===== src/rtl/mem_stage.sv =====
// Memory-access stage: drives the data-memory handshake, lane-shifts stores and extends loads.
// MEM/WB results land one cycle after the completing cycle; mem_stall holds upstream while an access is outstanding.
module mem_stage #(
  parameter int WAIT_LIMIT = 0
) (
  input  logic        clk,
  input  logic        rst,
  input  logic [31:0] EXE_ALUout,
  input  logic [31:0] EXE_PCtoReg,
  input  logic [31:0] EXE_rs2data,
  input  logic [4:0]  EXE_rdaddr,
  input  logic [2:0]  EXE_Funct3,
  input  logic        EXE_rdsrc,
  input  logic        EXE_MemRead,
  input  logic        EXE_MemWrite,
  input  logic        EXE_MemtoReg,
  input  logic        EXE_RegWrite,
  output logic        DM_req,
  output logic [3:0]  DM_wen,
  output logic [31:0] DM_addr,
  output logic [31:0] DM_wdata,
  input  logic [31:0] DM_rdata,
  input  logic        DM_ready,
  output logic        mem_stall,
  output logic        mem_err,
  output logic [31:0] Forward_Memrddata,
  output logic [31:0] MEM_rddata,
  output logic [4:0]  MEM_rdaddr,
  output logic        MEM_RegWrite
);

  localparam int CW = (WAIT_LIMIT < 1) ? 1 : $clog2(WAIT_LIMIT + 1);

  typedef enum logic [1:0] {IDLE, WAIT, ABORT} state_t;

  state_t        state_q, state_d;
  logic [CW-1:0] cnt_q, cnt_d;
  logic [31:0]   rddata_q, rddata_d;
  logic [4:0]    rdaddr_q, rdaddr_d;
  logic          regwrite_q, regwrite_d;

  logic        access, capture, aborting, timeout;
  logic [3:0]  wen_raw;
  logic [31:0] result, rd_shift, load_ext;
  logic [7:0]  ld_byte;
  logic [15:0] ld_half;

  assign access  = EXE_MemRead | EXE_MemWrite;
  assign result  = EXE_rdsrc ? EXE_PCtoReg : EXE_ALUout;
  assign DM_addr = {EXE_ALUout[31:2], 2'b00};
  assign Forward_Memrddata = result;
  assign mem_err = (state_q == ABORT);

  // The issue cycle counts as the first stall cycle, so WAIT_LIMIT bounds total stall cycles.
  assign timeout = (WAIT_LIMIT != 0) && ((int'(cnt_q) + 2) >= WAIT_LIMIT);

  always_comb begin
    wen_raw  = 4'b1111;
    DM_wdata = EXE_rs2data;
    case (EXE_Funct3)
      3'b000: begin
        wen_raw  = 4'b0001 << EXE_ALUout[1:0];
        DM_wdata = {4{EXE_rs2data[7:0]}};
      end
      3'b001: begin
        wen_raw  = 4'b0011 << {EXE_ALUout[1], 1'b0};
        DM_wdata = {2{EXE_rs2data[15:0]}};
      end
      default: ;
    endcase
  end

  assign DM_wen = EXE_MemWrite ? wen_raw : 4'b0000;

  assign rd_shift = DM_rdata >> {EXE_ALUout[1:0], 3'b000};
  assign ld_byte  = rd_shift[7:0];
  assign ld_half  = EXE_ALUout[1] ? DM_rdata[31:16] : DM_rdata[15:0];

  always_comb begin
    case (EXE_Funct3)
      3'b000:  load_ext = {{24{ld_byte[7]}}, ld_byte};
      3'b001:  load_ext = {{16{ld_half[15]}}, ld_half};
      3'b100:  load_ext = {24'b0, ld_byte};
      3'b101:  load_ext = {16'b0, ld_half};
      default: load_ext = DM_rdata;
    endcase
  end

  always_comb begin
    state_d   = state_q;
    cnt_d     = cnt_q;
    DM_req    = 1'b0;
    mem_stall = 1'b0;
    capture   = 1'b0;
    aborting  = 1'b0;
    case (state_q)
      IDLE: begin
        cnt_d = '0;
        if (access) begin
          DM_req = 1'b1;
          if (DM_ready) begin
            capture = 1'b1;
          end else begin
            mem_stall = 1'b1;
            state_d   = WAIT;
          end
        end else begin
          capture = 1'b1;
        end
      end
      WAIT: begin
        DM_req = 1'b1;
        if (DM_ready) begin
          capture = 1'b1;
          state_d = IDLE;
          cnt_d   = '0;
        end else begin
          mem_stall = 1'b1;
          if (timeout) state_d = ABORT;
          else if (WAIT_LIMIT != 0) cnt_d = cnt_q + 1'b1;
        end
      end
      default: begin
        capture  = 1'b1;
        aborting = 1'b1;
        state_d  = IDLE;
        cnt_d    = '0;
      end
    endcase
    if (!rst) begin
      DM_req    = 1'b0;
      mem_stall = 1'b0;
    end
  end

  // Stall cycles load a bubble so a held instruction never writes back twice.
  always_comb begin
    rddata_d   = 32'b0;
    rdaddr_d   = 5'b0;
    regwrite_d = 1'b0;
    if (capture) begin
      rdaddr_d = EXE_rdaddr;
      if (aborting) begin
        rddata_d   = 32'b0;
        regwrite_d = EXE_RegWrite & ~EXE_MemWrite;
      end else begin
        rddata_d   = EXE_MemtoReg ? load_ext : result;
        regwrite_d = EXE_RegWrite;
      end
    end
  end

  always_ff @(posedge clk) begin
    if (!rst) begin
      state_q    <= IDLE;
      cnt_q      <= '0;
      rddata_q   <= 32'b0;
      rdaddr_q   <= 5'b0;
      regwrite_q <= 1'b0;
    end else begin
      state_q    <= state_d;
      cnt_q      <= cnt_d;
      rddata_q   <= rddata_d;
      rdaddr_q   <= rdaddr_d;
      regwrite_q <= regwrite_d;
    end
  end

  assign MEM_rddata   = rddata_q;
  assign MEM_rdaddr   = rdaddr_q;
  assign MEM_RegWrite = regwrite_q;

endmodule


===== config.mk =====
export PLATFORM = sky130hd
export DESIGN_NAME = mem_stage
export DESIGN_NICKNAME = d
export VERILOG_FILES = /design/src/rtl/mem_stage.sv
export SDC_FILE = /design/constraint.sdc
export NUM_CORES = 1
export LEC_CHECK = 0
export BUFFER_PORTS_ARGS = -buffer_cell sky130_fd_sc_hd__buf_2
export CORE_AREA = 4 4 109 111
export CTS_CLUSTER_SIZE = 30
export DETAILED_ROUTE_END_ITERATION = 16
export DIE_AREA = 0 0 113 115
export HOLD_SLACK_MARGIN = 0.03
export SETUP_SLACK_MARGIN = 0.3
export SYNTH_ARGS = -nofsm -noshare
export SYNTH_HDL_FRONTEND = slang
export SYNTH_SLANG_ARGS = --single-unit

===== constraint.sdc =====
create_clock -name clk -period 1.8 [get_ports clk]
set_input_delay 0.27 -clock clk [delete_from_list [all_inputs] [get_ports clk]]
set_output_delay 0.27 -clock clk [all_outputs]
set_load 0.05 [all_outputs]

==> summary.txt, run 1 <==
Layout
  • Final #Nets: roughly 740
  • Area delta synth->final: 77.6%
  • ANT cells: 0
  • Fin area: 5050 sq um
  • Layout cell share with drive strength beyond 1: 0.693
  • Final Util: 0.468

Synthesis
  • Mapped Avg Cell Area: about 8.6 sq um
  • Post-Synth Simple-Gate Area: 0.120
  • Mux cell area share after synthesis: 0.257
  • Yosys Warn Count: 0
  • Post-synthesis sequential area ratio: 0.275
  • Compound-gate portion of the synthesized area: 0.196
  • Post-Syn Area: ~2800 sq um
  • Yosys reg bits: 39
  • Largest family of logic cells by synthesized area: multiplexers
  • Adder-Cell Fraction of Synth Area: 0
  • Xor/xnor share of the synthesized area: 0
  • Yosys cell types: 33
  • Mapped Cells: about 330

Routing
  • WL met1: 4.74 mm
  • Top sig layer: met5
  • Drt first-iter violations: about 90
  • Routed wl met3: around 1.2 mm
  • Wire length per cell: ~18 um
  • Final WL: between 10 and 15 mm
  • Drt drc: 0
  • Post-route ant nets: 0
  • Via-to-Cell Ratio: between 4 and 5
  • Vias: roughly 3500
  • Met2 WL post-DR: a little over 7 mm
  • First-pass DRT Iterations: 4

STA
  • Tcrit/Tclk final: 0.859
  • F_max: 647 MHz
  • Hold WS: approximately 180 ps
  • Final setup TNS: 0 ps
  • Clk_skew: around 3 ps
  • Final Hold Fails: 0
  • Worst-Margin Slew: 607 ps
  • Worst rel slew slack: 0.592
  • RSZ-0062 raised after global routing: true
  • Slew Viols, Final: 0
  • Crit path time final: 1550 ps
  • Final setup vio count: 0

Power and ir drop
  • Flop pwr share: 0.264
  • Peak VDD IR: between 0.3 and 0.4 mV
  • Leak: about 2.5 nW
  • Logic pwr share: 0.529
  • Switching Share: 0.443
  • Psw: 1.56 mW
  • Int Pwr: 1.97 mW
  • Power Density: ~700 nW/um^2
  • Clock network fraction of design power: 0.207

Placement
  • Count of buffers from port buffering: between 200 and 300
  • GPL Wtd Cong: between 0.8 and 0.9
  • DP Area: 4390 sq um
  • DP Wirelength: about 11 mm

Floorplan
  • IO Pins: 285
  • Core area: between 10000 and 15000 sq um
  • Chip Width: approximately 110 um
  • Starting density of the core: 0.263
  • Die area: approximately 13000 sq um
  • DIE HEIGHT: approximately 120 um
  • Row count: 38

Setup path
  • Worst Setup End Kind: output pin
  • CP startpoint kind: input port
  • Crit path DAT: 1280 ps
  • Data required time of the critical path: around 1500 ps
  • WS Path Type: in -> out
  • Critical Path Fanout Max: 7

Clock tree
  • CTS Sinks: 39
  • CTS tree: yes
  • Clk slew on worst S/H paths: 80 ps
  • Htree depth: 2
  • Clk_lat worst skew: approximately 290 ps
  • Cts bufs inserted: 5
  • Post-CTS Hold Fix Bufs: 0
  • Clock Tree Buf Depth: 2
  • Root Driver: clkbuf_8

GRT
  • First-pass GRT wire length: 18.9 mm
  • Vias in the first global route: 3686
  • Antenna violations before repair: 1
  • Congestion Overflow GR: 0
  • Total GRT Usage: 0.183
  • Largest net degree at the start of global routing: 34

Min path
  • Hold WC Path Type: in -> reg

Flow run
  • MaxCap Viol Count: 0

Status
  • Status: completed
[stage by stage]
step,cells,power [mW],worst slack (ps)
after floorplan,334,2.19,138
after global placement,714,2.62,20.0
after detailed placement,714,2.64,15.4
after CTS,730,3.47,269
after global routing,733,3.69,217
final,733,3.53,254
[area by class of cell]
cell class                      count  area [sq um]
Tap cell                          140           175
Inverter                            2          7.51
Timing Repair Buffer              316          2060
Fill cell                        1009          5740
Sequential cell                    39           782
Clock inverter                      3          43.8
Clock buffer                        5          68.8
Multi-Input combinational cell    228          1910
[kinds of logic after synthesis]
kind of cell           after synthesis
AOI/OAI and AO/OA                   88
buffers and inverters               67
DFF                                 39
muxes                               65
other                                1
and+or+nand+nor                     72
[power groups by stage]
stage                     clock network [mW]  logic [mW]  registers (mW)
after global placement                     0        1.67           0.952
after floorplan                            0        1.04            1.15
after detailed placement                   0        1.68           0.954
final                                  0.730        1.87           0.933
after CTS                              0.754        1.79           0.934
after global routing                   0.792        1.96           0.940
[cell usage in the layout (no fill, tap or decap), types with 3 or more instances in the layout]
master     instances
a2111oi_0          7
a211oi_1           9
a21oi_1           20
a21oi_4            8
and2_1             6
buf_12             6
buf_2            246
buf_4             28
buf_6             16
buf_8             15
clkbuf_8           5
conb_1             3
dfxtp_1           38
mux2_2            38
mux2_4            16
mux2i_1            4
mux2i_2            4
nand2_1           21
nor2_1            20
nor2b_4            4
nor3_1             5
o21ai_0           21
o21ai_1            3
o22ai_1           12
[registers in the layout, indices dropped and copies added, names as in the netlist]
name / count
MEM_rddata: 32
MEM_rdaddr: 5
MEM_RegWrite: 1
state_q: 1
[cells in the mapped netlist, drive strengths merged]
master	n	area share
mux2	54	0.21
buf	51	0.13
dfxtp	39	0.27
a21oi	28	0.049
o21ai	25	0.044
nor2	23	0.030
nand2	21	0.028
clkbuf	14	0.018
o22ai	12	0.026
mux2i	10	0.035
a211oi	9	0.024
and2	9	0.020
a2111oi	7	0.022
nor3	7	0.014
nor2b	6	0.013
inv	2	0.0026
nand2b	2	0.0044
nand3b	2	0.0053
o221ai	2	0.0062
a21boi	1	0.0026
a22oi	1	0.0026
a31oi	1	0.0075
conb	1	0.0013
mux4	1	0.0079
o21a	1	0.0026
o41ai	1	0.0097
or2	1	0.0031
or3	1	0.0022
[metal layers]
metal | GRT usage | up-vias
li1 | - | 1672
met1 | 0.191 | 1615
met2 | 0.355 | 210
met3 | 0.0474 | 25
met4 | 0.0577 | 2
met5 | 0 | -
[worst max-delay path: stages]
cell,delay [ps]
buf_12,110
nor2_4,240
buf_12,170
mux2_4,320
buf_8,160
[path summary, 6_finish.rpt]
path         slack (ps)              to  cells past startpoint          start
max reg2reg         480  MEM_rddata[12]                      6     state_q[0]
min                 180    MEM_RegWrite                      2   EXE_RegWrite
max                 250    DM_wdata[16]                      5  EXE_Funct3[2]
min reg2reg         780      state_q[0]                      4     state_q[0]
[what timing repair did]
item / CTS / global route
gates resized for setup: 67 / 61
pin swaps: 3 / 2
setup endpoints to repair: 30 / 38
setup buffers: 7 / 1
gates cloned: 1 / 2
No activity file was read; power rests on OpenSTA's default activity.
==> inputs of run 2 (changes only) <==
- CORE_AREA: 4 4 109 111 -> unset
- CORE_MARGIN: unset -> 8
- CORE_UTILIZATION: unset -> 30
- DIE_AREA: 0 0 113 115 -> unset
- PLACE_DENSITY: unset -> 0.69
- REMOVE_ABC_BUFFERS: unset -> 1
- SKIP_LAST_GASP: unset -> 1
==> summary.txt, run 2 (synthesized netlist as in run 1, its figures left out) <==
Status
  • Status: completed

Clock tree
  • Root Driver: clkbuf_8
  • Cts bufs inserted: 5
  • Clock Tree Buf Depth: 2
  • Htree depth: 2
  • CTS tree: yes
  • Clk_lat worst skew: 290 ps
  • CTS Sinks: 39
  • Post-CTS Hold Fix Bufs: 0
  • Clk slew on worst S/H paths: roughly 80 ps

Routing
  • Drt first-iter violations: 103
  • Vias: approximately 3500
  • Drt drc: 0
  • Final WL: 14.4 mm
  • First-pass DRT Iterations: 4
  • Wire length per cell: 20.0 um
  • Post-route ant nets: 0
  • Via-to-Cell Ratio: 4.88

GRT
  • Congestion Overflow GR: 0
  • First-pass GRT wire length: 21.2 mm
  • Vias in the first global route: 3815
  • Total GRT Usage: 0.207
  • Largest net degree at the start of global routing: 34
  • Antenna violations before repair: 2

STA
  • Slew Viols, Final: 0
  • Tcrit/Tclk final: 0.860
  • Worst setup margin: roughly 250 ps
  • Clk_skew: 8.08 ps
  • Final Hold Fails: 0
  • RSZ-0062 raised after global routing: true
  • F_max: 646 MHz
  • Crit path time final: about 1500 ps
  • Final setup vio count: 0

Floorplan
  • Starting density of the core: 0.308
  • Chip Width: 113 um
  • DIE HEIGHT: about 110 um
  • Die area: about 13000 sq um
  • Row count: 35
  • Core area: between 9000 and 10000 sq um
  • IO Pins: ~290

Placement
  • DP Wirelength: about 11 mm
  • DP Area: 4220 sq um
  • Worst slack, placed: ~19 ps
  • GPL Wtd Cong: approximately 0.80
  • Count of buffers from port buffering: approximately 280

Setup path
  • Critical Path Most Common Cell: buf_12
  • Worst Setup End Kind: output pin
  • Slowest cell on crit path: mux2_4
  • Critical Path Fanout Max: 7
  • Cell family with most CP delay: buffers and inverters
  • Crit path DAT: between 1000 and 1500 ps
  • WS Path Type: in -> out
  • Data required time of the critical path: approximately 1500 ps
  • CP startpoint kind: input port
  • CP max stage delay: approximately 320 ps
  • CP bufs+invs: 4
  • Critical path, cell by cell: buf_12, nor2_4, buf_6, buf_12, mux2_4, buf_8

Flow run
  • MaxCap Viol Count: 0

Layout
  • Most frequent cells in the layout: 246 x buf_2, 39 x dfxtp_1, 38 x mux2_2
  • Fin area: ~4900 sq um
  • Final #Nets: ~740
  • Commonest non-fill, non-tap cell in the layout: buf_2
  • Layout cell share with drive strength beyond 1: 0.659
  • ANT cells: 0
  • Largest register FFs: 32
  • Number of fill cells: 860
  • Area delta synth->final: 72.1%

Min path
  • Hold WC Path Type: in -> reg

Power and ir drop
  • Leak: ~2.5 nW
  • Power Density: between 700 and 800 nW/um^2
  • Peak VDD IR: 0.280 mV
run 2: cell count changes in the layout (fill, tap and decap cells not counted), moves of 3 or more:
cell       previous run  this run
buf_6                16        11
nor2b_4               4         0
mux2i_1               4        10
a21oi_4               8         0
a21oi_1              20        27
nor2b_2               0         3
mux2i_2               4         0
and2_1                6         9
a2111oi_0             7         4
buf_8                15        18
a2111oi_1             0         3
run 2: per-layer routing:
metal  GRT usage  share of wire  vias to the layer above
met2       0.393           0.52                      210
met5           0         0.0019                        -
met3      0.0735           0.11                       16
met4      0.0391          0.010                        4
li1            -              -                     1670
met1       0.212           0.36                     1622
run 2: cell type report:
type / count / area, sq um / area share
timing repair buffer: 316 / 2080 / 0.426
multi-input combinational: 228 / 1750 / 0.357
sequential: 39 / 781 / 0.160
tap: 129 / 161 / 0.0330
clock buffer: 5 / 68.8 / 0.0141
clock inverter: 3 / 43.8 / 0.00895
inverter: 2 / 7.51 / 0.00153
run 2: metrics by stage:
stage | hold WS, ps | TNS (ps) | utilization | power (mW) | std cells
finish | 171 | 0 | 0.530 | 3.50 | 722
global route | 173 | 0 | 0.530 | 3.64 | 722
CTS | 164 | 0 | 0.514 | 3.48 | 718
detailed placement | 475 | 0 | 0.457 | 2.60 | 702
global placement | 469 | 0 | 0.457 | 2.58 | 702
floorplan | 342 | -12560 | - | 1.85 | 269
run 2: worst paths after layout:
kind                 startpoint        endpoint  slack (ps)  depth (start not counted)
hold reg to reg      state_q[0]      state_q[0]         730                          3
setup reg to reg     state_q[0]  MEM_rddata[14]         390                          5
hold / removal    EXE_rdaddr[1]   MEM_rdaddr[1]         170                          2
setup / recovery  EXE_Funct3[1]    DM_wdata[16]         250                          6
run 2: power breakdown:
| part | switching (mW) | internal [mW] | leakage [nW] |
|---|---|---|---|
| logic | 1.22 | 0.615 | 2.09 |
| registers | 0.0146 | 0.919 | 0.322 |
| clock network | 0.322 | 0.413 | 0.0581 |
run 2: timing repair:
item | 4_1_cts | 5_1_grt
setup endpoints to repair | 35 | 42
gates cloned | 2 | 2
resized for setup | 94 | 30
pin swaps | 3 | 4
setup buffers | 6 | 2
==> inputs of run 3 (changes only) <==
- RECOVER_POWER: unset -> 25
==> summary.txt, run 3 (synthesized netlist as in run 1, its figures left out) <==
Layout
  • Finished Layout Cells: about 720
  • ANT cells: 0
  • Layout cell share with drive strength beyond 1: 0.587
  • Commonest non-fill, non-tap cell in the layout: buf_2
  • Number of fill cells: ~890
  • FF/Latch Area: approximately 780 sq um
  • Area delta synth->final: 70.2%
  • Footprint of the multi-input gates: between 1500 and 2000 sq um
  • Largest register FFs: 32
  • Most frequent cells in the layout: 203 x buf_2, 43 x clkbuf_1, 39 x dfxtp_1
  • Final #Nets: 736

GRT
  • First-pass GRT wire length: 21.2 mm
  • Antenna violations before repair: 2
  • Largest net degree at the start of global routing: 34
  • Vias in the first global route: 3815
  • Congestion Overflow GR: 0
  • Total GRT Usage: 0.207

Setup path
  • FF-to-FF Start: state_q[0]
  • R2R Path End: MEM_rddata[14]
  • Flop2flop setup slack: roughly 400 ps
  • Critical path, cell by cell: buf_12, nor2_4, buf_6, buf_12, mux2_4, buf_8
  • Crit path capture: DM_wdata[16]
  • CP startpoint kind: input port
  • CP bufs+invs: 4
  • Critical Path Fanout Max: 7
  • Data required time of the critical path: ~1500 ps
  • Crit path DAT: roughly 1300 ps
  • Cell family with most CP delay: buffers and inverters
  • Worst Setup End Kind: output pin
  • Critical path launch point: EXE_Funct3[1]
  • Critical Path Most Common Cell: buf_12
  • CP max stage delay: ~320 ps
  • Reg2reg path depth: 5
  • Crit path depth: 6
  • WS Path Type: in -> out
  • Slowest cell on crit path: mux2_4

Power and ir drop
  • Logic pwr share: 0.521
  • Peak VDD IR: around 0.28 mV
  • Int Pwr: 1.93 mW
  • Power Density: a little over 700 nW/um^2
  • Leak: about 2.3 nW
  • Switching Share: 0.446
  • Flop pwr share: 0.268
  • Psw: around 1.6 mW
  • Clock network fraction of design power: 0.211

Floorplan
  • DIE HEIGHT: between 100 and 150 um
  • Core area: around 9200 sq um
  • Chip Width: ~110 um
  • Row count: 35
  • IO Pins: about 290
  • Die area: around 13000 sq um
  • Starting density of the core: 0.308

Routing
  • Vias: 3526
  • First-pass DRT Iterations: 4
  • Post-route ant nets: 0
  • Drt first-iter violations: 102
  • Final WL: 14.4 mm
  • Via-to-Cell Ratio: 4.88
  • Drt drc: 0
  • Wire length per cell: between 15 and 20 um

Clock tree
  • Root Driver: clkbuf_8
  • Clk_lat worst skew: about 290 ps
  • Clk slew on worst S/H paths: approximately 80 ps
  • Clock Tree Buf Depth: 2
  • Cts bufs inserted: 5
  • CTS Sinks: 39
  • Htree depth: 2
  • CTS tree: yes

STA
  • Slew Viols, Final: 0
  • RSZ-0062 raised after global routing: true
  • Hold WS: 171 ps
  • Final Hold Fails: 0
  • Tcrit/Tclk final: 0.860
  • Worst-Margin Slew: roughly 660 ps
  • F_max: around 650 MHz
  • Final setup vio count: 0
  • Clk_skew: about 7.9 ps
  • Worst setup margin: between 200 and 300 ps
  • Crit path time final: approximately 1500 ps
  • Worst rel slew slack: 0.562

Placement
  • DP Wirelength: between 10 and 15 mm
  • Post-Place Cells: around 700
  • Count of buffers from port buffering: about 280
  • GPL Wtd Cong: roughly 0.8
  • Worst slack, placed: roughly 19 ps

Status
  • Status: completed

Min path
  • Hold Crit Start: EXE_rdaddr[1]
  • Hold WC Path Type: in -> reg

Flow run
  • MaxCap Viol Count: 0
==> run 3: cell types whose count changed in the layout (fill, tap and decap cells not counted), sizes merged <==
cell    delta
clkbuf    +43
buf       -43
==> run 3: how the worst min path moves through the flow <==
stage / end / slack [ps] / cells past startpoint
2_1_floorplan: state_q[0] / 340 / 1
3_3_place_gp: MEM_rdaddr[1] / 470 / 2
3_5_place_dp: MEM_rdaddr[1] / 470 / 2
4_1_cts: MEM_rdaddr[1] / 160 / 2
5_1_grt: MEM_rdaddr[1] / 170 / 2
6_report: MEM_rdaddr[1] / 170 / 2
==> run 3: area by class of cell <==
type                            count  area share
Sequential cell                    39       0.161
Clock buffer                        5      0.0142
Inverter                            2     0.00155
Tap cell                          129      0.0334
Multi-Input combinational cell    228       0.361
Timing Repair Buffer              316       0.419
Clock inverter                      3     0.00905
==> run 3: power by group through the flow <==
stage          clock [mW]  sequential, mW  combinational (mW)
2_1_floorplan           0            1.15               0.699
6_report            0.734           0.934                1.82
3_5_place_dp            0           0.954                1.64
3_3_place_gp            0           0.952                1.63
5_1_grt             0.789           0.940                1.90
4_1_cts             0.758           0.934                1.79
==> run 3: timing repair <==
action / CTS / global route
hold buffers: 0 / 0
gates resized for setup: 94 / 30
cloned: 2 / 2
hold endpoints to repair: 0 / 0
endpoints found under the setup margin: 35 / 42
setup buffers: 6 / 2
pin swaps: 3 / 4
==> run 3: per-layer routing <==
metal | wire length, um | GRT usage | part of all wire | vias up
met5 | 28 | 0 | 0.0019 | -
met4 | 144 | 0.0391 | 0.010 | 4
met3 | 1500 | 0.0735 | 0.10 | 16
met2 | 7510 | 0.393 | 0.52 | 210
met1 | 5240 | 0.212 | 0.36 | 1624
li1 | - | - | - | 1672
==> run 3: metrics by stage <==
stage	setup TNS, ps	power, mW	area, sq um	util
after floorplan	-12560	1.85	2430	-
after global placement	0	2.58	4220	0.457
after detailed placement	0	2.60	4220	0.457
after CTS	0	3.48	4750	0.514
after global routing	0	3.63	4840	0.524
final	0	3.48	4840	0.524
